===== config.mk =====
export PLATFORM = sky130hd
export DESIGN_NAME = dlx_mc_ctrl
export DESIGN_NICKNAME = d
export VERILOG_FILES = /design/src/rtl/dlx_pkg.sv /design/src/rtl/dlx_mc_decode.sv /design/src/rtl/dlx_mc_ctrl.sv
export SDC_FILE = /design/constraint.sdc
export NUM_CORES = 1
export LEC_CHECK = 0
export ABC_AREA = 1
export CAP_MARGIN = 15
export CORE_MARGIN = 2
export CORE_UTILIZATION = 40
export CTS_CLUSTER_SIZE = 30
export DETAILED_ROUTE_END_ITERATION = 10
export GPL_TIMING_DRIVEN = 0
export PLACE_DENSITY = 0.73
export SKIP_LAST_GASP = 1
export SYNTH_ARGS = -nofsm -noshare
export SYNTH_HDL_FRONTEND = slang
export SYNTH_SLANG_ARGS = --single-unit

===== constraint.sdc =====
create_clock -name clk -period 2.2 [get_ports clk]
set_input_delay 0.44 -clock clk [delete_from_list [all_inputs] [get_ports clk]]
set_output_delay 0.44 -clock clk [all_outputs]
set_load 0.005 [all_outputs]

===== src/rtl/dlx_pkg.sv =====
// Shared types and encodings for the DLX multicycle control unit: ALU
// operations, FSM states, instruction classes and opcode/func values.
package dlx_pkg;

    typedef enum logic [2:0] {
        ALU_NOP,
        ALU_ADD,
        ALU_SUB,
        ALU_AND,
        ALU_OR,
        ALU_XOR,
        ALU_SLL,
        ALU_SRL
    } aluOp;

    typedef enum logic [2:0] {
        ST_RST,
        ST_FETCH,
        ST_DECODE,
        ST_EXEC,
        ST_MEM,
        ST_WB,
        ST_HALT
    } ctrl_state_t;

    typedef enum logic [2:0] {
        CLS_NOP,
        CLS_ALU,
        CLS_LW,
        CLS_SW,
        CLS_BR,
        CLS_J,
        CLS_JAL
    } instr_class_t;

    localparam logic [5:0] OP_RTYPE = 6'h00;
    localparam logic [5:0] OP_J     = 6'h02;
    localparam logic [5:0] OP_JAL   = 6'h03;
    localparam logic [5:0] OP_BEQZ  = 6'h04;
    localparam logic [5:0] OP_BNEZ  = 6'h05;
    localparam logic [5:0] OP_ADDI  = 6'h08;
    localparam logic [5:0] OP_SUBI  = 6'h0A;
    localparam logic [5:0] OP_ANDI  = 6'h0C;
    localparam logic [5:0] OP_ORI   = 6'h0D;
    localparam logic [5:0] OP_XORI  = 6'h0E;
    localparam logic [5:0] OP_NOP   = 6'h15;
    localparam logic [5:0] OP_LW    = 6'h23;
    localparam logic [5:0] OP_SW    = 6'h2B;

    localparam logic [10:0] FN_SLL = 11'h004;
    localparam logic [10:0] FN_SRL = 11'h006;
    localparam logic [10:0] FN_ADD = 11'h020;
    localparam logic [10:0] FN_SUB = 11'h022;
    localparam logic [10:0] FN_AND = 11'h024;
    localparam logic [10:0] FN_OR  = 11'h025;
    localparam logic [10:0] FN_XOR = 11'h026;

endpackage


===== src/rtl/dlx_mc_decode.sv =====
// Combinational instruction decoder: opcode/func to instruction class,
// ALU operation, operand-B select and an illegal-instruction flag.
module dlx_mc_decode
    import dlx_pkg::*;
(
    input  logic [5:0]   opcode,
    input  logic [10:0]  func,
    output instr_class_t cls,
    output aluOp         alu_op,
    output logic         muxb_sel,
    output logic         illegal
);

    always_comb begin
        cls      = CLS_NOP;
        alu_op   = ALU_NOP;
        muxb_sel = 1'b0;
        illegal  = 1'b0;
        case (opcode)
            OP_RTYPE: begin
                cls = CLS_ALU;
                case (func)
                    FN_ADD:  alu_op = ALU_ADD;
                    FN_SUB:  alu_op = ALU_SUB;
                    FN_AND:  alu_op = ALU_AND;
                    FN_OR:   alu_op = ALU_OR;
                    FN_XOR:  alu_op = ALU_XOR;
                    FN_SLL:  alu_op = ALU_SLL;
                    FN_SRL:  alu_op = ALU_SRL;
                    default: illegal = 1'b1;
                endcase
            end
            OP_ADDI: begin cls = CLS_ALU; alu_op = ALU_ADD; muxb_sel = 1'b1; end
            OP_SUBI: begin cls = CLS_ALU; alu_op = ALU_SUB; muxb_sel = 1'b1; end
            OP_ANDI: begin cls = CLS_ALU; alu_op = ALU_AND; muxb_sel = 1'b1; end
            OP_ORI:  begin cls = CLS_ALU; alu_op = ALU_OR;  muxb_sel = 1'b1; end
            OP_XORI: begin cls = CLS_ALU; alu_op = ALU_XOR; muxb_sel = 1'b1; end
            // Address and target computations are all base + IMM.
            OP_LW:   begin cls = CLS_LW;  alu_op = ALU_ADD; muxb_sel = 1'b1; end
            OP_SW:   begin cls = CLS_SW;  alu_op = ALU_ADD; muxb_sel = 1'b1; end
            OP_BEQZ,
            OP_BNEZ: begin cls = CLS_BR;  alu_op = ALU_ADD; muxb_sel = 1'b1; end
            OP_J:    begin cls = CLS_J;   alu_op = ALU_ADD; muxb_sel = 1'b1; end
            OP_JAL:  begin cls = CLS_JAL; alu_op = ALU_ADD; muxb_sel = 1'b1; end
            OP_NOP:  cls = CLS_NOP;
            default: illegal = 1'b1;
        endcase
    end

endmodule


===== src/rtl/dlx_mc_ctrl.sv =====
// Multicycle hardwired control FSM for the DLX core: sequences
// FETCH/DECODE/EXEC/MEM/WB and counts retired instructions.
module dlx_mc_ctrl
    import dlx_pkg::*;
#(
    parameter int IR_SIZE = 32,
    parameter int CNT_W   = 32
) (
    input  logic               clk,
    input  logic               rst,
    input  logic [IR_SIZE-1:0] IR_IN,
    input  logic               DRAM_RDY,
    output logic               IR_LATCH_EN,
    output logic               NPC_LATCH_EN,
    output logic               RegA_LATCH_EN,
    output logic               RegB_LATCH_EN,
    output logic               RegIMM_LATCH_EN,
    output logic               MUXA_SEL,
    output logic               MUXB_SEL,
    output aluOp               ALU_OPCODE,
    output logic               ALU_OUTREG_EN,
    output logic               EQ_COND,
    output logic               JUMP_EN,
    output logic               PC_LATCH_EN,
    output logic               DRAM_REQ,
    output logic               DRAM_WE,
    output logic               LMD_LATCH_EN,
    output logic               WB_MUX_SEL,
    output logic               RF_WE,
    output logic               JAL_SEL,
    output logic               HALTED,
    output logic [CNT_W-1:0]   INSTR_CNT
);

    ctrl_state_t       state_q, state_d;
    logic [CNT_W-1:0]  cnt_q, cnt_d;

    logic [5:0]   opcode;
    logic [10:0]  func;
    instr_class_t cls;
    aluOp         dec_alu_op;
    logic         dec_muxb_sel;
    logic         dec_illegal;
    logic         unused_ir;

    assign opcode    = IR_IN[IR_SIZE-1 -: 6];
    assign func      = IR_IN[10:0];
    assign unused_ir = ^IR_IN[IR_SIZE-7:11];

    dlx_mc_decode u_decode (
        .opcode   (opcode),
        .func     (func),
        .cls      (cls),
        .alu_op   (dec_alu_op),
        .muxb_sel (dec_muxb_sel),
        .illegal  (dec_illegal)
    );

    always_comb begin
        // NOTE: every output and next-state gets a default before the case so
        // no path leaves a variable unassigned, which would infer a latch.
        state_d         = state_q;
        IR_LATCH_EN     = 1'b0;
        NPC_LATCH_EN    = 1'b0;
        RegA_LATCH_EN   = 1'b0;
        RegB_LATCH_EN   = 1'b0;
        RegIMM_LATCH_EN = 1'b0;
        MUXA_SEL        = 1'b0;
        MUXB_SEL        = 1'b0;
        ALU_OPCODE      = ALU_NOP;
        ALU_OUTREG_EN   = 1'b0;
        EQ_COND         = 1'b0;
        JUMP_EN         = 1'b0;
        PC_LATCH_EN     = 1'b0;
        DRAM_REQ        = 1'b0;
        DRAM_WE         = 1'b0;
        LMD_LATCH_EN    = 1'b0;
        WB_MUX_SEL      = 1'b0;
        RF_WE           = 1'b0;
        JAL_SEL         = 1'b0;
        HALTED          = 1'b0;
        case (state_q)
            ST_RST: state_d = ST_FETCH;
            ST_FETCH: begin
                IR_LATCH_EN  = 1'b1;
                NPC_LATCH_EN = 1'b1;
                state_d      = ST_DECODE;
            end
            ST_DECODE: begin
                RegA_LATCH_EN   = 1'b1;
                RegB_LATCH_EN   = 1'b1;
                RegIMM_LATCH_EN = 1'b1;
                state_d         = dec_illegal ? ST_HALT : ST_EXEC;
            end
            ST_EXEC: begin
                MUXA_SEL      = (cls == CLS_ALU) || (cls == CLS_LW) || (cls == CLS_SW);
                MUXB_SEL      = dec_muxb_sel;
                ALU_OPCODE    = dec_alu_op;
                ALU_OUTREG_EN = 1'b1;
                case (cls)
                    CLS_BR: begin
                        JUMP_EN     = 1'b1;
                        EQ_COND     = (opcode == OP_BEQZ);
                        PC_LATCH_EN = 1'b1;
                        state_d     = ST_FETCH;
                    end
                    CLS_J: begin
                        JUMP_EN     = 1'b1;
                        EQ_COND     = 1'b1;
                        PC_LATCH_EN = 1'b1;
                        state_d     = ST_FETCH;
                    end
                    CLS_JAL: begin
                        JUMP_EN = 1'b1;
                        EQ_COND = 1'b1;
                        state_d = ST_WB;
                    end
                    CLS_LW, CLS_SW: state_d = ST_MEM;
                    CLS_ALU:        state_d = ST_WB;
                    default: begin
                        PC_LATCH_EN = 1'b1;
                        state_d     = ST_FETCH;
                    end
                endcase
            end
            ST_MEM: begin
                // Request and strobe are held every wait cycle until the acknowledge.
                DRAM_REQ     = 1'b1;
                DRAM_WE      = (cls == CLS_SW);
                LMD_LATCH_EN = (cls == CLS_LW) && DRAM_RDY;
                if (DRAM_RDY) begin
                    if (cls == CLS_LW) begin
                        state_d = ST_WB;
                    end else begin
                        PC_LATCH_EN = 1'b1;
                        state_d     = ST_FETCH;
                    end
                end
            end
            ST_WB: begin
                RF_WE       = 1'b1;
                WB_MUX_SEL  = (cls == CLS_LW);
                JAL_SEL     = (cls == CLS_JAL);
                PC_LATCH_EN = 1'b1;
                state_d     = ST_FETCH;
            end
            ST_HALT: HALTED = 1'b1;
            default: state_d = ST_RST;
        endcase

        cnt_d = PC_LATCH_EN ? cnt_q + {{(CNT_W-1){1'b0}}, 1'b1} : cnt_q;
    end

    always_ff @(posedge clk or negedge rst) begin
        if (!rst) begin
            state_q <= ST_RST;
            cnt_q   <= '0;
        end else begin
            // NOTE: non-blocking updates so every flop samples pre-edge values.
            state_q <= state_d;
            cnt_q   <= cnt_d;
        end
    end

    assign INSTR_CNT = cnt_q;

endmodule


# After elaboration in Yosys (flattened, before gate mapping)
# Cells that the tools add are included.
[totals] elab_cells=86 out_inout_bits=53 ff_bits=35
[classes] n_eq_ne=32 n_reduce_logical=18 add_sub_neg=1 n_bitwise=1 n_mux=32
[ops] cell="== test 11 x 6 -> 1 bit, second input constant" n=5
[ops] cell="one-hot mux 3 bit (6 select lines)" n=3
[ops] cell="adder 32 x 1 -> 32 bit, second input constant" n=1
[ops] cell="== test 6 x 4 -> 1 bit, second input constant" n=5
[ops] cell="== test 11 x 3 -> 1 bit, second input constant" n=2
[ops] cell="one-hot mux 3 bit (7 select lines)" n=1
[ops] cell="2-to-1 mux 1 bit" n=20
[ops] cell="== test 3 bit, second input constant" n=6
[ops] cell="OR reduction 7 bit" n=2
[ops] cell="== test 3 x 2 -> 1 bit, second input constant" n=4
[ops] cell="== test 6 x 2 -> 1 bit, second input constant" n=2
[ops] cell="== test 6 x 3 -> 1 bit, second input constant" n=2
[ops] cell="== test 6 bit, second input constant" n=2
[ops] cell="2-to-1 mux 3 bit" n=4
[ops] cell="OR reduction 12 bit" n=1
[ops] cell="OR reduction 11 bit" n=1
[ops] cell="OR reduction 2 bit" n=5
[ops] cell="== test 3 x 1 -> 1 bit, second input constant" n=2
[ops] cell="== test 6 x 5 -> 1 bit, second input constant" n=1
[ops] cell="logical NOT 6 bit" n=1
[ops] cell="one-hot mux 3 bit (2 select lines)" n=1
[ops] cell="OR reduction 6 bit" n=1
[ops] cell="one-hot mux 1 bit (2 select lines)" n=2
[ops] cell="OR reduction 4 bit" n=1
[ops] cell="8 further kinds" n=9

# Longest topological paths before layout
[logic_depth] word_depth=7 mapped_depth=12 mapped_depth_nobuf=11

# Modules after synthesis
# From an unflattened synthesis, not the netlist that was laid out.
[hier_totals] cells_unflattened=469 hier_area_um2=2815.2
[by_module_without_submodules] module="dlx_mc_ctrl" cells_each=360 area_each_um2=2343.5 instances=1
[by_module_without_submodules] module="dlx_mc_decode" cells_each=109 area_each_um2=471.7 instances=1

# Worst setup path after synthesis
# OpenSTA, ideal clock, no wires.
[synth_timing] path_kind="input to output" startpoint="input IR_IN[31]" endpoint="output PC_LATCH_EN" path_slack_ps=332 stages=10 arrival_ps=1428 path_cell_list="nor2_1 > buf_6 > nand3_1 > nand2_1 > nor2_4 > nand3_1 > nand2_1 > nand3_2 > nand2_4 > buf_6"
[synth_via] elab_chain_len=7 elab_cells_between_ends=24
[synth_rtl] element="from (decl)" line_no="dlx_mc_ctrl.sv:11" source="input logic [IR_SIZE-1:0] IR_IN,"
[synth_rtl] element="== test 6 x 4 -> 1 bit (tied with other cells)" line_no="dlx_mc_decode.sv:19" source="case (opcode)"
[synth_rtl] element="OR reduction 6 bit (no line) or OR reduction 2 bit (tied branches)"
[synth_rtl] element="one-hot mux 3 bit (6 select lines) *" line_no="dlx_mc_decode.sv:19"
[synth_rtl] element="== test 3 x 1 -> 1 bit (tied with other cells)" line_no="dlx_mc_ctrl.sv:100" source="case (cls)"
[synth_rtl] element="OR reduction 4 bit (no line) or 2-to-1 mux 1 bit (tied branches)"
[synth_rtl] element="2-to-1 mux 1 bit (on tied branches)" line_no="dlx_mc_ctrl.sv:100, dlx_mc_ctrl.sv:131"
[synth_rtl] element="one-hot mux 1 bit (3 select lines) *" line_no="dlx_mc_ctrl.sv:82" source="case (state_q)"
[synth_rtl] element="to (decl)" line_no="dlx_mc_ctrl.sv:24" source="output logic PC_LATCH_EN,"
# Mark *: on every way between the ends. The rest lies on a longest branch, timed or not.

# Worst setup path in the final report
[layout_timing] startpoint="register state_q[2]" endpoint="output NPC_LATCH_EN"
[layout_via] elab_chain_len=2
[layout_rtl] element="from (decl)" line_no="dlx_mc_ctrl.sv:35" source="ctrl_state_t state_q, state_d;"
[layout_rtl] element="from (signal assigned)" line_no="dlx_mc_ctrl.sv:160" source="state_q <= state_d;"
[layout_rtl] element="== test 3 x 1 -> 1 bit" line_no="dlx_mc_ctrl.sv:82"
[layout_rtl] element="2-to-1 mux 1 bit" line_no="dlx_mc_ctrl.sv:82"
[layout_rtl] element="to (decl)" line_no="dlx_mc_ctrl.sv:14" source="output logic NPC_LATCH_EN,"
# Every way passes these cells.

==> flow_metrics.tcl <==
set metrics [dict create \
    die_h_um 87.3 \
    crit_type "reg2out" \
    syn_area_per_cell_sq_um 6.36 \
    grt_max_degree 36 \
    ios 88 \
    wl_met3_um 442 \
    start_util_pct 41.1 \
    firstDrtPassIters 5 \
    synth_cell_types 23 \
    fin_worst_skew_ps 9.55 \
    setup_viol 0 \
    power.leakage_uw 0.00204 \
    ys_ff_latch 35 \
    wl_um 8700 \
    grt_pass1_vias 2967 \
    hold_path.class "in2async" \
    synth_top_family_by_area "simple AND/OR/NAND/NOR gates" \
    rsz0062_at_grt "true" \
    p_total_uw 2580 \
    crit_family "buffers and inverters" \
    antenna_found_initial 0 \
    dp.final_hpwl_um 6320 \
    diodes 0 \
    clk_path_buf_depth 2 \
    crit_slowest_cell "clkdlybuf4s50_1" \
    crit_chain "inv_2, nand2_1, nor2_1, buf_4, clkdlybuf4s50_1" \
    clk_latency_ps 300 \
    relSlewSlack_pct 48.0 \
    track_usage_pct 22.7 \
    worstPathArrival_ps 1750 \
    vias 3252 \
    irDropWorstVdd_v 0.000309 \
    synth-simple-area-share_pct 47.1 \
    fp-row-count 30 \
    antenna_left 0 \
    worst_ep_required_time_ps 1760 \
    cts_inserted_buffers 5 \
    place_congestion 0.924 \
    synth_cells 436 \
    synth.area.mux_share_pct 0 \
    pre_cts_ws_ps -896 \
    period_minus_slack_ps 2190 \
    setup_slack_ps 13.9 \
    postCtsHoldBufs 0 \
    cts_tree "built" \
    numPortBuffers 72 \
    final_cell_mix "nand2_1, nand3_1, nor2_1, clkdlybuf4s50_1, dfrtp_1" \
    timing.critical_path.to_type "output port" \
    wire_per_inst_um 14.1 \
    drc 0 \
    start_kind "flip-flop" \
    ys_warn_count 0 \
    syn_to_final_growth_pct 44.9 \
    final_hold_viol_count 0 \
    synth_compound_area_share_pct 2.44 \
    top_layer_used "met4" \
    clk_pin_slew_worst_paths_ps 80 \
    fin_crit_sh_pct 99.4 \
    htreeDepth 2 \
    fin_util_pct 59.5 \
    drive_above_1_share_pct 20.7 \
    synthAdderAreaFrac_pct 0.451 \
    clockRootBuffer "clkbuf_8" \
    max_freq_mhz 457 \
    powerDensity_nw_per_um2 641 \
    synth_xor_area_share_pct 9.16 \
    routed_via_density 5.29 \
    final_common_cell "nand2_1" \
    crit_path_max_incr_delay_ps 480 \
    nets 570 \
    tightest_slew_ps 779 \
    dieArea_sq_um 7620 \
    slew_violations 0 \
    drt-initial-drc-count 187 \
    yosysTopAreaCell "dfrtp_1" \
    fp.coreArea_sq_um 6760 \
    crit_buf_inv 3 \
    netlist_area_sq_um 2770 \
    yosys-top-cells-area "dfrtp_1, nand2_1, nand3_1, nor2_1, xor2_1" \
    die_w_um 87.3 \
    wirelength_met1_um 3780 \
    cap_violations 0 \
    clock_sinks 35 \
    dr_wl_met2_um 4350 \
    ys_seq_area_share_pct 31.6 \
    cp_max_fo 3 \
    grt_pass1_wl_um 13700 \
    overflow 0 \
    netlist.area_leader.share_pct 31.6 \
    syn_nets 472 \
    outcome "completed" \
]
==> path summary, 6_finish.rpt <==
kind	startpoint	end	slack (ps)	cells after the start
min in group clk	state_q[1]$_DFFE_PN0P_	state_q[1]$_DFFE_PN0P_	540	1
hold reg to reg	state_q[1]$_DFFE_PN0P_	state_q[1]$_DFFE_PN0P_	540	1
max in group asynchronous	rst	state_q[0]$_DFFE_PN0P_	1440	1
hold / removal	rst	INSTR_CNT[1]$_DFFE_PN0P_	210	1
setup reg to reg	state_q[2]$_DFFE_PN0P_	INSTR_CNT[29]$_DFFE_PN0P_	190	11
setup / recovery	state_q[2]$_DFFE_PN0P_	NPC_LATCH_EN	10	5
==> state kept, by name, summed over array words and instances, names as in the netlist <==
register / cells
state_q: 3
INSTR_CNT: 32
==> report_power, final <==
group,switching (uW),internal [uW]
registers,98.4,706
logic,713,571
clock network,261,226
==> cell usage after synthesis, drive strengths merged <==
master and instances:
ha 1, inv 41, nor3 17, xor2 17, nor2 64, nand3b 1, o21ai 2, a21oi 9
nor3b 1, nand4 16, nand2 144, or2 1, nand3 60, xnor2 12, buf 14, a31oi 1
dfrtp 35
==> repair_timing <==
| item | 4_1_cts | 5_1_grt |
|---|---|---|
| resized for setup | 78 | 53 |
| pin swaps | 16 | 20 |
| endpoints found under the setup margin | 17 | 18 |
| buffers inserted | 14 | 5 |
| gates cloned | 1 | 0 |
==> cell type report <==
type / instances / area (sq um)
Buffer: 13 / 91.3
Clock buffer: 5 / 68.8
Clock inverter: 3 / 23.8
Fill cell: 660 / 2740
Inverter: 41 / 156
Multi-Input combinational cell: 346 / 1860
Sequential cell: 35 / 877
Tap cell: 80 / 100
Timing Repair Buffer: 92 / 840
==> per-layer routing <==
| metal | GRT usage [%] | vias to the layer above |
|---|---|---|
| li1 | - | 1599 |
| met2 | 38.2 | 119 |
| met1 | 30.0 | 1522 |
| met3 | 3.60 | 12 |
| met5 | 0 | - |
| met4 | 6.43 | 0 |
==> metrics by stage <==
stage	hold WS (ps)	instances	setup TNS (ps)	instance area [sq um]
2_1_floorplan	144	436	0	2770
3_3_place_gp	485	588	-11860	3590
3_5_place_dp	496	588	-10640	3590
4_1_cts	235	610	-173	3900
5_1_grt	285	615	-52.3	4020
6_report	212	615	0	4020
==> cell families after synthesis <==
| kind of cell | Yosys count |
|---|---|
| buffers and inverters | 55 |
| flip-flops | 35 |
| adder cells (fa/ha/maj) | 1 |
| XOR/XNOR | 29 |
| AO/OA/AOI/OAI | 12 |
| AND/OR/NAND/NOR | 304 |
(Power assumes the default switching activity.)
